**src/rtl/slot_timing_ctrl_if.sv**
```systemverilog
// rtl/slot_timing_ctrl_if.sv - control pulses and timebase outputs of slot_timing_ctrl
interface slot_timing_ctrl_if #(
    parameter int FRAME_SLOTS = 64
) ();
    localparam int IDX_W = (FRAME_SLOTS > 1) ? $clog2(FRAME_SLOTS) : 1;

    logic             spi_cfg_done;
    logic             stop_req;
    logic             resync_req;
    logic             slot_start_count;
    logic             tick_64k;
    logic             tick_mid;
    logic             tick_slot;
    logic             frame_tick;
    logic [IDX_W-1:0] slot_idx;
    logic             running;

    modport master (
        output spi_cfg_done, stop_req, resync_req,
        input  slot_start_count, tick_64k, tick_mid, tick_slot, frame_tick, slot_idx, running
    );

    modport slave (
        input  spi_cfg_done, stop_req, resync_req,
        output slot_start_count, tick_64k, tick_mid, tick_slot, frame_tick, slot_idx, running
    );
endinterface

```
**src/rtl/slot_timing_ctrl.sv**
```systemverilog
// rtl/slot_timing_ctrl.sv - 64 kHz slot timebase sequencer (IDLE/ARM/RUN) with phase-aligned strobes
module slot_timing_ctrl #(
    parameter int DIV_BASE    = 3125,
    parameter int DIV_MID     = 3,
    parameter int DIV_SLOT    = 96,
    parameter int FRAME_SLOTS = 64,
    parameter int ARM_DLY     = 16
) (
    input logic               clk_200m,
    input logic               cfg_rst,
    slot_timing_ctrl_if.slave ctl
);
    localparam int ARM_W  = (ARM_DLY > 1)     ? $clog2(ARM_DLY)     : 1;
    localparam int BASE_W = (DIV_BASE > 1)    ? $clog2(DIV_BASE)    : 1;
    localparam int MID_W  = (DIV_MID > 1)     ? $clog2(DIV_MID)     : 1;
    localparam int SLOT_W = (DIV_SLOT > 1)    ? $clog2(DIV_SLOT)    : 1;
    localparam int IDX_W  = (FRAME_SLOTS > 1) ? $clog2(FRAME_SLOTS) : 1;

    typedef enum logic [1:0] {
        ST_IDLE = 2'd0,
        ST_ARM  = 2'd1,
        ST_RUN  = 2'd2
    } state_t;

    state_t state;
    state_t state_nxt;

    logic [ARM_W-1:0]  arm_cnt;
    logic [BASE_W-1:0] base_cnt;
    logic [MID_W-1:0]  mid_cnt;
    logic [SLOT_W-1:0] slot_cnt;
    logic [IDX_W-1:0]  slot_idx;

    logic arm_last;
    logic run_hold;
    logic base_wrap;
    logic mid_wrap;
    logic slot_wrap;
    logic frame_wrap;

    logic run_q;
    logic tick_64k_q;
    logic tick_mid_q;
    logic tick_slot_q;
    logic frame_tick_q;

    // stop and resync both break the phase chain, so they also gate every wrap and strobe
    assign arm_last   = (state == ST_ARM) && (arm_cnt == ARM_W'(ARM_DLY - 1));
    assign run_hold   = (state == ST_RUN) && !ctl.stop_req && !ctl.resync_req;
    assign base_wrap  = run_hold && (base_cnt == BASE_W'(DIV_BASE - 1));
    assign mid_wrap   = base_wrap && (mid_cnt == MID_W'(DIV_MID - 1));
    assign slot_wrap  = base_wrap && (slot_cnt == SLOT_W'(DIV_SLOT - 1));
    assign frame_wrap = slot_wrap && (slot_idx == IDX_W'(FRAME_SLOTS - 1));

    always_ff @(posedge clk_200m or posedge cfg_rst) begin
        if (cfg_rst) begin
            state <= ST_IDLE;
        end else begin
            state <= state_nxt;
        end
    end

    always_comb begin
        state_nxt = state;
        case (state)
            ST_IDLE: begin
                if (ctl.spi_cfg_done && !ctl.stop_req) begin
                    state_nxt = ST_ARM;
                end
            end
            ST_ARM: begin
                if (ctl.stop_req) begin
                    state_nxt = ST_IDLE;
                end else if (arm_last) begin
                    state_nxt = ST_RUN;
                end
            end
            ST_RUN: begin
                if (ctl.stop_req) begin
                    state_nxt = ST_IDLE;
                end
            end
            default: state_nxt = ST_IDLE;
        endcase
    end

    always_ff @(posedge clk_200m or posedge cfg_rst) begin
        if (cfg_rst) begin
            arm_cnt      <= '0;
            base_cnt     <= '0;
            mid_cnt      <= '0;
            slot_cnt     <= '0;
            slot_idx     <= '0;
            run_q        <= 1'b0;
            tick_64k_q   <= 1'b0;
            tick_mid_q   <= 1'b0;
            tick_slot_q  <= 1'b0;
            frame_tick_q <= 1'b0;
        end else begin
            arm_cnt <= ((state == ST_ARM) && (state_nxt == ST_ARM)) ? arm_cnt + 1'b1 : '0;

            if (!run_hold) begin
                base_cnt <= '0;
                mid_cnt  <= '0;
                slot_cnt <= '0;
                slot_idx <= '0;
            end else begin
                base_cnt <= base_wrap ? '0 : base_cnt + 1'b1;
                if (base_wrap) begin
                    mid_cnt  <= mid_wrap  ? '0 : mid_cnt + 1'b1;
                    slot_cnt <= slot_wrap ? '0 : slot_cnt + 1'b1;
                end
                if (slot_wrap) begin
                    slot_idx <= frame_wrap ? '0 : slot_idx + 1'b1;
                end
            end

            run_q        <= (state_nxt == ST_RUN);
            tick_64k_q   <= base_wrap;
            tick_mid_q   <= mid_wrap;
            tick_slot_q  <= slot_wrap;
            frame_tick_q <= frame_wrap;
        end
    end

    assign ctl.slot_start_count = run_q;
    assign ctl.running          = run_q;
    assign ctl.tick_64k         = tick_64k_q;
    assign ctl.tick_mid         = tick_mid_q;
    assign ctl.tick_slot        = tick_slot_q;
    assign ctl.frame_tick       = frame_tick_q;
    assign ctl.slot_idx         = slot_idx;
endmodule

```
**src/flat_wrapper.sv**
```systemverilog
// flat-port wrapper written by rule: the top's interface ports become plain ports
module slot_timing_ctrl_flat 
#(
    parameter int DIV_BASE    = 3125,
    parameter int DIV_MID     = 3,
    parameter int DIV_SLOT    = 96,
    parameter int FRAME_SLOTS = 64,
    parameter int ARM_DLY     = 16
)
  (clk_200m, cfg_rst, ctl_spi_cfg_done, ctl_stop_req, ctl_resync_req, ctl_slot_start_count, ctl_tick_64k, ctl_tick_mid, ctl_tick_slot, ctl_frame_tick, ctl_slot_idx, ctl_running);
  slot_timing_ctrl_if #(.FRAME_SLOTS(FRAME_SLOTS)) ctl_i ();
  input logic clk_200m;
  input logic cfg_rst;
  input wire logic [$bits(ctl_i.spi_cfg_done)-1:0] ctl_spi_cfg_done;
  input wire logic [$bits(ctl_i.stop_req)-1:0] ctl_stop_req;
  input wire logic [$bits(ctl_i.resync_req)-1:0] ctl_resync_req;
  output wire logic [$bits(ctl_i.slot_start_count)-1:0] ctl_slot_start_count;
  output wire logic [$bits(ctl_i.tick_64k)-1:0] ctl_tick_64k;
  output wire logic [$bits(ctl_i.tick_mid)-1:0] ctl_tick_mid;
  output wire logic [$bits(ctl_i.tick_slot)-1:0] ctl_tick_slot;
  output wire logic [$bits(ctl_i.frame_tick)-1:0] ctl_frame_tick;
  output wire logic [$bits(ctl_i.slot_idx)-1:0] ctl_slot_idx;
  output wire logic [$bits(ctl_i.running)-1:0] ctl_running;
  assign ctl_i.spi_cfg_done = ctl_spi_cfg_done;
  assign ctl_i.stop_req = ctl_stop_req;
  assign ctl_i.resync_req = ctl_resync_req;
  assign ctl_slot_start_count = ctl_i.slot_start_count;
  assign ctl_tick_64k = ctl_i.tick_64k;
  assign ctl_tick_mid = ctl_i.tick_mid;
  assign ctl_tick_slot = ctl_i.tick_slot;
  assign ctl_frame_tick = ctl_i.frame_tick;
  assign ctl_slot_idx = ctl_i.slot_idx;
  assign ctl_running = ctl_i.running;
  slot_timing_ctrl #(.DIV_BASE(DIV_BASE), .DIV_MID(DIV_MID), .DIV_SLOT(DIV_SLOT), .FRAME_SLOTS(FRAME_SLOTS), .ARM_DLY(ARM_DLY)) u_core (.clk_200m(clk_200m), .cfg_rst(cfg_rst), .ctl(ctl_i));
endmodule
```
**config.mk**
```make
export PLATFORM = sky130hd
export DESIGN_NAME = slot_timing_ctrl_flat
export DESIGN_NICKNAME = d
export VERILOG_FILES = /design/src/rtl/slot_timing_ctrl_if.sv /design/src/rtl/slot_timing_ctrl.sv /design/src/flat_wrapper.sv
export SDC_FILE = /design/constraint.sdc
export NUM_CORES = 1
export LEC_CHECK = 0
export CAP_MARGIN = 40
export CORE_AREA = 10 10 92 70
export CTS_CLUSTER_DIAMETER = 60
export CTS_CLUSTER_SIZE = 28
export DETAILED_ROUTE_END_ITERATION = 8
export DIE_AREA = 0 0 102 80
export PLACE_DENSITY = 0.58
export REMOVE_ABC_BUFFERS = 1
export SLEW_MARGIN = 20
export SYNTH_ARGS = -nofsm -noshare
export SYNTH_HDL_FRONTEND = slang
export SYNTH_SLANG_ARGS = --single-unit
```
**constraint.sdc**
```tcl
create_clock -name clk_200m -period 6 [get_ports clk_200m]
set_clock_uncertainty 0.15 [all_clocks]
set_input_delay 1.8 -clock clk_200m [delete_from_list [all_inputs] [get_ports clk_200m]]
set_output_delay 1.8 -clock clk_200m [all_outputs]
set_load 0.02 [all_outputs]
```
==> flow_metrics.tcl <==
set metrics [dict create \
    status "finished, final reports clean" \
    port_buffers 16 \
    hold_class "reg2reg" \
    rsz0062_at_grt "no" \
    max_freq_ghz 0.269 \
    clkPwrFrac 0.500 \
    antenna_found_initial 0 \
    synth_top_area_frac 0.521 \
    start_kind "input pin" \
    p_sw_w 0.000100 \
    clock_sinks 38 \
    regArea_sq_um 951 \
    hold_viol 0 \
    grtUsageTotal 0.0987 \
    core_sq_um 4680 \
    syn_inst 175 \
    die_h_um 80 \
    cts_resized 0 \
    swShare 0.187 \
    drtAntennaViolNets 0 \
    yosysWarnings 0 \
    setup_viol_count_final 0 \
    grt_pass1_wl_um 6350 \
    grt_start_max_net_pins 39 \
    diodes 0 \
    synth_area_sq_um 1820 \
    routed_wl_um 3740 \
    leakage_nw 0.904 \
    tns_ns 0 \
    layout_worst_path_cycle_share 0.619 \
    cts_buffers 5 \
    multi_input_area_sq_um 816 \
    yosysSeqAreaShare 0.521 \
    synth-edff-count 0 \
    synth_top_area_cell "dfrtp_1" \
    synth_area_leaders "dfrtp_1, xnor2_1, nor2_1" \
    p_int_w 0.000438 \
    cts_tree "yes" \
    power_w 0.000539 \
    cts_hold_buf 0 \
    die-area_sq_um 8160 \
    ys_types 42 \
    fill_cells 420 \
    async_flop_share 1.00 \
    clk_latency_ns 0.30 \
    combPwrFrac 0.021 \
    power.density_nw_per_um2 245 \
    placed_cell_area_sq_um 2050 \
    dominantRegCellSynth "dfrtp_1" \
    start_util 0.390 \
    drt_iter0_markers 60 \
    grt_pass1_vias 1414 \
    dr_total_vias 1384 \
    sequentialPowerShare 0.480 \
    path_cells "clkdlybuf4s50_1, nor4b_4, nand4_4, or4_1, a21oi_1" \
    gp_congestion 0.778 \
    ir_worst_vdd_uv 96.1 \
    grt_overflow 0 \
    fp-row-count 21 \
    wire_per_inst_um 14.7 \
    synth_seq_cells 38 \
    drive_gt1_frac 0.101 \
    post_cts_buffers 0 \
    htreeDepth 2 \
    slew_violations 0 \
    cts_root_buf "clkbuf_8" \
    die-width_um 102 \
    critical_path.max_fanout 9 \
    cts.reportedPaths.clkPinSlew_ns 0.08 \
    dr.pass1.iters 4 \
    via_per_inst 5.43 \
    place.detailed.hpwl_um 2650 \
    maxSlewHeadroom 0.475 \
    final_common_cell "dfrtp_1" \
    min_period_ns 3.71 \
    drc 0 \
    avgSynthCellArea_sq_um 10.4 \
    cp_slowest_cell "or4_1" \
    cp_slowest_stage_delay_ns 0.55 \
    worstSetupEndpointType "register" \
    final_cell_mix "dfrtp_1, nor2_1, clkdlybuf4s50_1, nand3_1, inv_1" \
    critPathRequiredTime_ns 6.08 \
    worstMarginPinSlew_ns 0.780 \
    syn_to_final_growth_pct 20.4 \
    cp.arrival_ns 3.79 \
    cts_buffer_depth 2 \
    design_area_sq_um 2200 \
    nets 207 \
    path_class "in2reg" \
    ios 17 \
    drv_cap 0 \
]
[worst max-delay path: cells and delay by family]
kind,cells,cell delay [ns]
AO/OA/AOI/OAI,1,0.15
AND/OR/NAND/NOR,3,1.31
buffers and inverters,1,0.52
[layout make-up]
cell class                      instances  area share
Clock buffer                            6      0.0376
Clock inverter                          2      0.0273
Inverter                               11      0.0188
Multi-Input combinational cell        123       0.371
Sequential cell                        38       0.433
Tap cell                               57      0.0325
Timing Repair Buffer                   18      0.0797
[layer usage]
metal | part of all wire | global-route usage | up-vias
met5 | 0 | 0 | -
met4 | 0.014 | 0.0478 | 0
met3 | 0.054 | 0.0329 | 8
met2 | 0.46 | 0.158 | 25
met1 | 0.48 | 0.117 | 684
li1 | - | - | 667
[metrics by stage]
step | instances | setup slack (ns) | hold slack, ns | util
6_report | 255 | 2.29 | 0.318 | 0.470
5_1_grt | 255 | 2.11 | 0.366 | 0.470
4_1_cts | 254 | 2.05 | 0.329 | 0.468
3_5_place_dp | 246 | 1.75 | 0.318 | 0.438
3_3_place_gp | 246 | 1.86 | 0.293 | 0.438
2_1_floorplan | 172 | 2.62 | 0.281 | -
[cell families after synthesis]
group,count (synthesis),share of synthesized area
adder cells (fa/ha/maj),5,0.0343
multiplexers,1,0.00549
AND/OR/NAND/NOR,77,0.246
flip-flops,38,0.521
buffers and inverters,14,0.0315
XOR/XNOR,13,0.0624
AO/OA/AOI/OAI,27,0.0988
[state kept, by name, indices dropped and copies added (netlist names)]
name and count:
u_core.slot_cnt 7, u_core.ctl.tick_mid 1, u_core.base_cnt 12, u_core.ctl.running 1, u_core.arm_cnt 4, u_core.ctl.tick_64k 1
u_core.ctl.frame_tick 1, u_core.state 2, u_core.ctl.tick_slot 1, u_core.ctl.slot_idx 6, u_core.mid_cnt 2
[final timing paths]
| kind | end | startpoint | cells after the start | slack (ns) |
|---|---|---|---|---|
| setup / recovery | u_core.ctl.slot_idx[4] | ctl_stop_req | 5 | 2.29 |
| hold / removal | u_core.arm_cnt[0] | u_core.arm_cnt[0] | 1 | 0.32 |
| setup reg to reg | u_core.ctl.slot_idx[0] | u_core.base_cnt[0] | 6 | 3.68 |
| hold reg to reg | u_core.arm_cnt[0] | u_core.arm_cnt[0] | 1 | 0.32 |
| max in group asynchronous | u_core.slot_cnt[5] | cfg_rst | 3 | 3.60 |
| min in group asynchronous | u_core.base_cnt[7] | cfg_rst | 3 | 1.77 |
[power groups by stage]
stage	Clock [W]	Sequential (W)	Combinational [W]
CTS	0.000276	0.000258	0.0000118
finish	0.000269	0.000258	0.0000111
global route	0.000286	0.000258	0.0000128
detailed placement	0	0.000263	0.0000117
floorplan	0	0.000263	0.00000560
global placement	0	0.000263	0.0000111
[synthesized netlist by cell type (2+ instances only)]
| master | number |
|---|---|
| inv_1 | 11 |
| nor2_1 | 23 |
| nand2_1 | 10 |
| xor2_1 | 3 |
| xnor2_1 | 10 |
| or4_1 | 2 |
| a21oi_1 | 7 |
| nand4_1 | 3 |
| and3_1 | 2 |
| or3_1 | 4 |
| nor3_1 | 5 |
| o31ai_1 | 4 |
| o21ai_0 | 7 |
| ha_1 | 5 |
| nand3_1 | 13 |
| and4b_1 | 3 |
| dfrtp_1 | 38 |
Power figures use the tool's default switching activity.
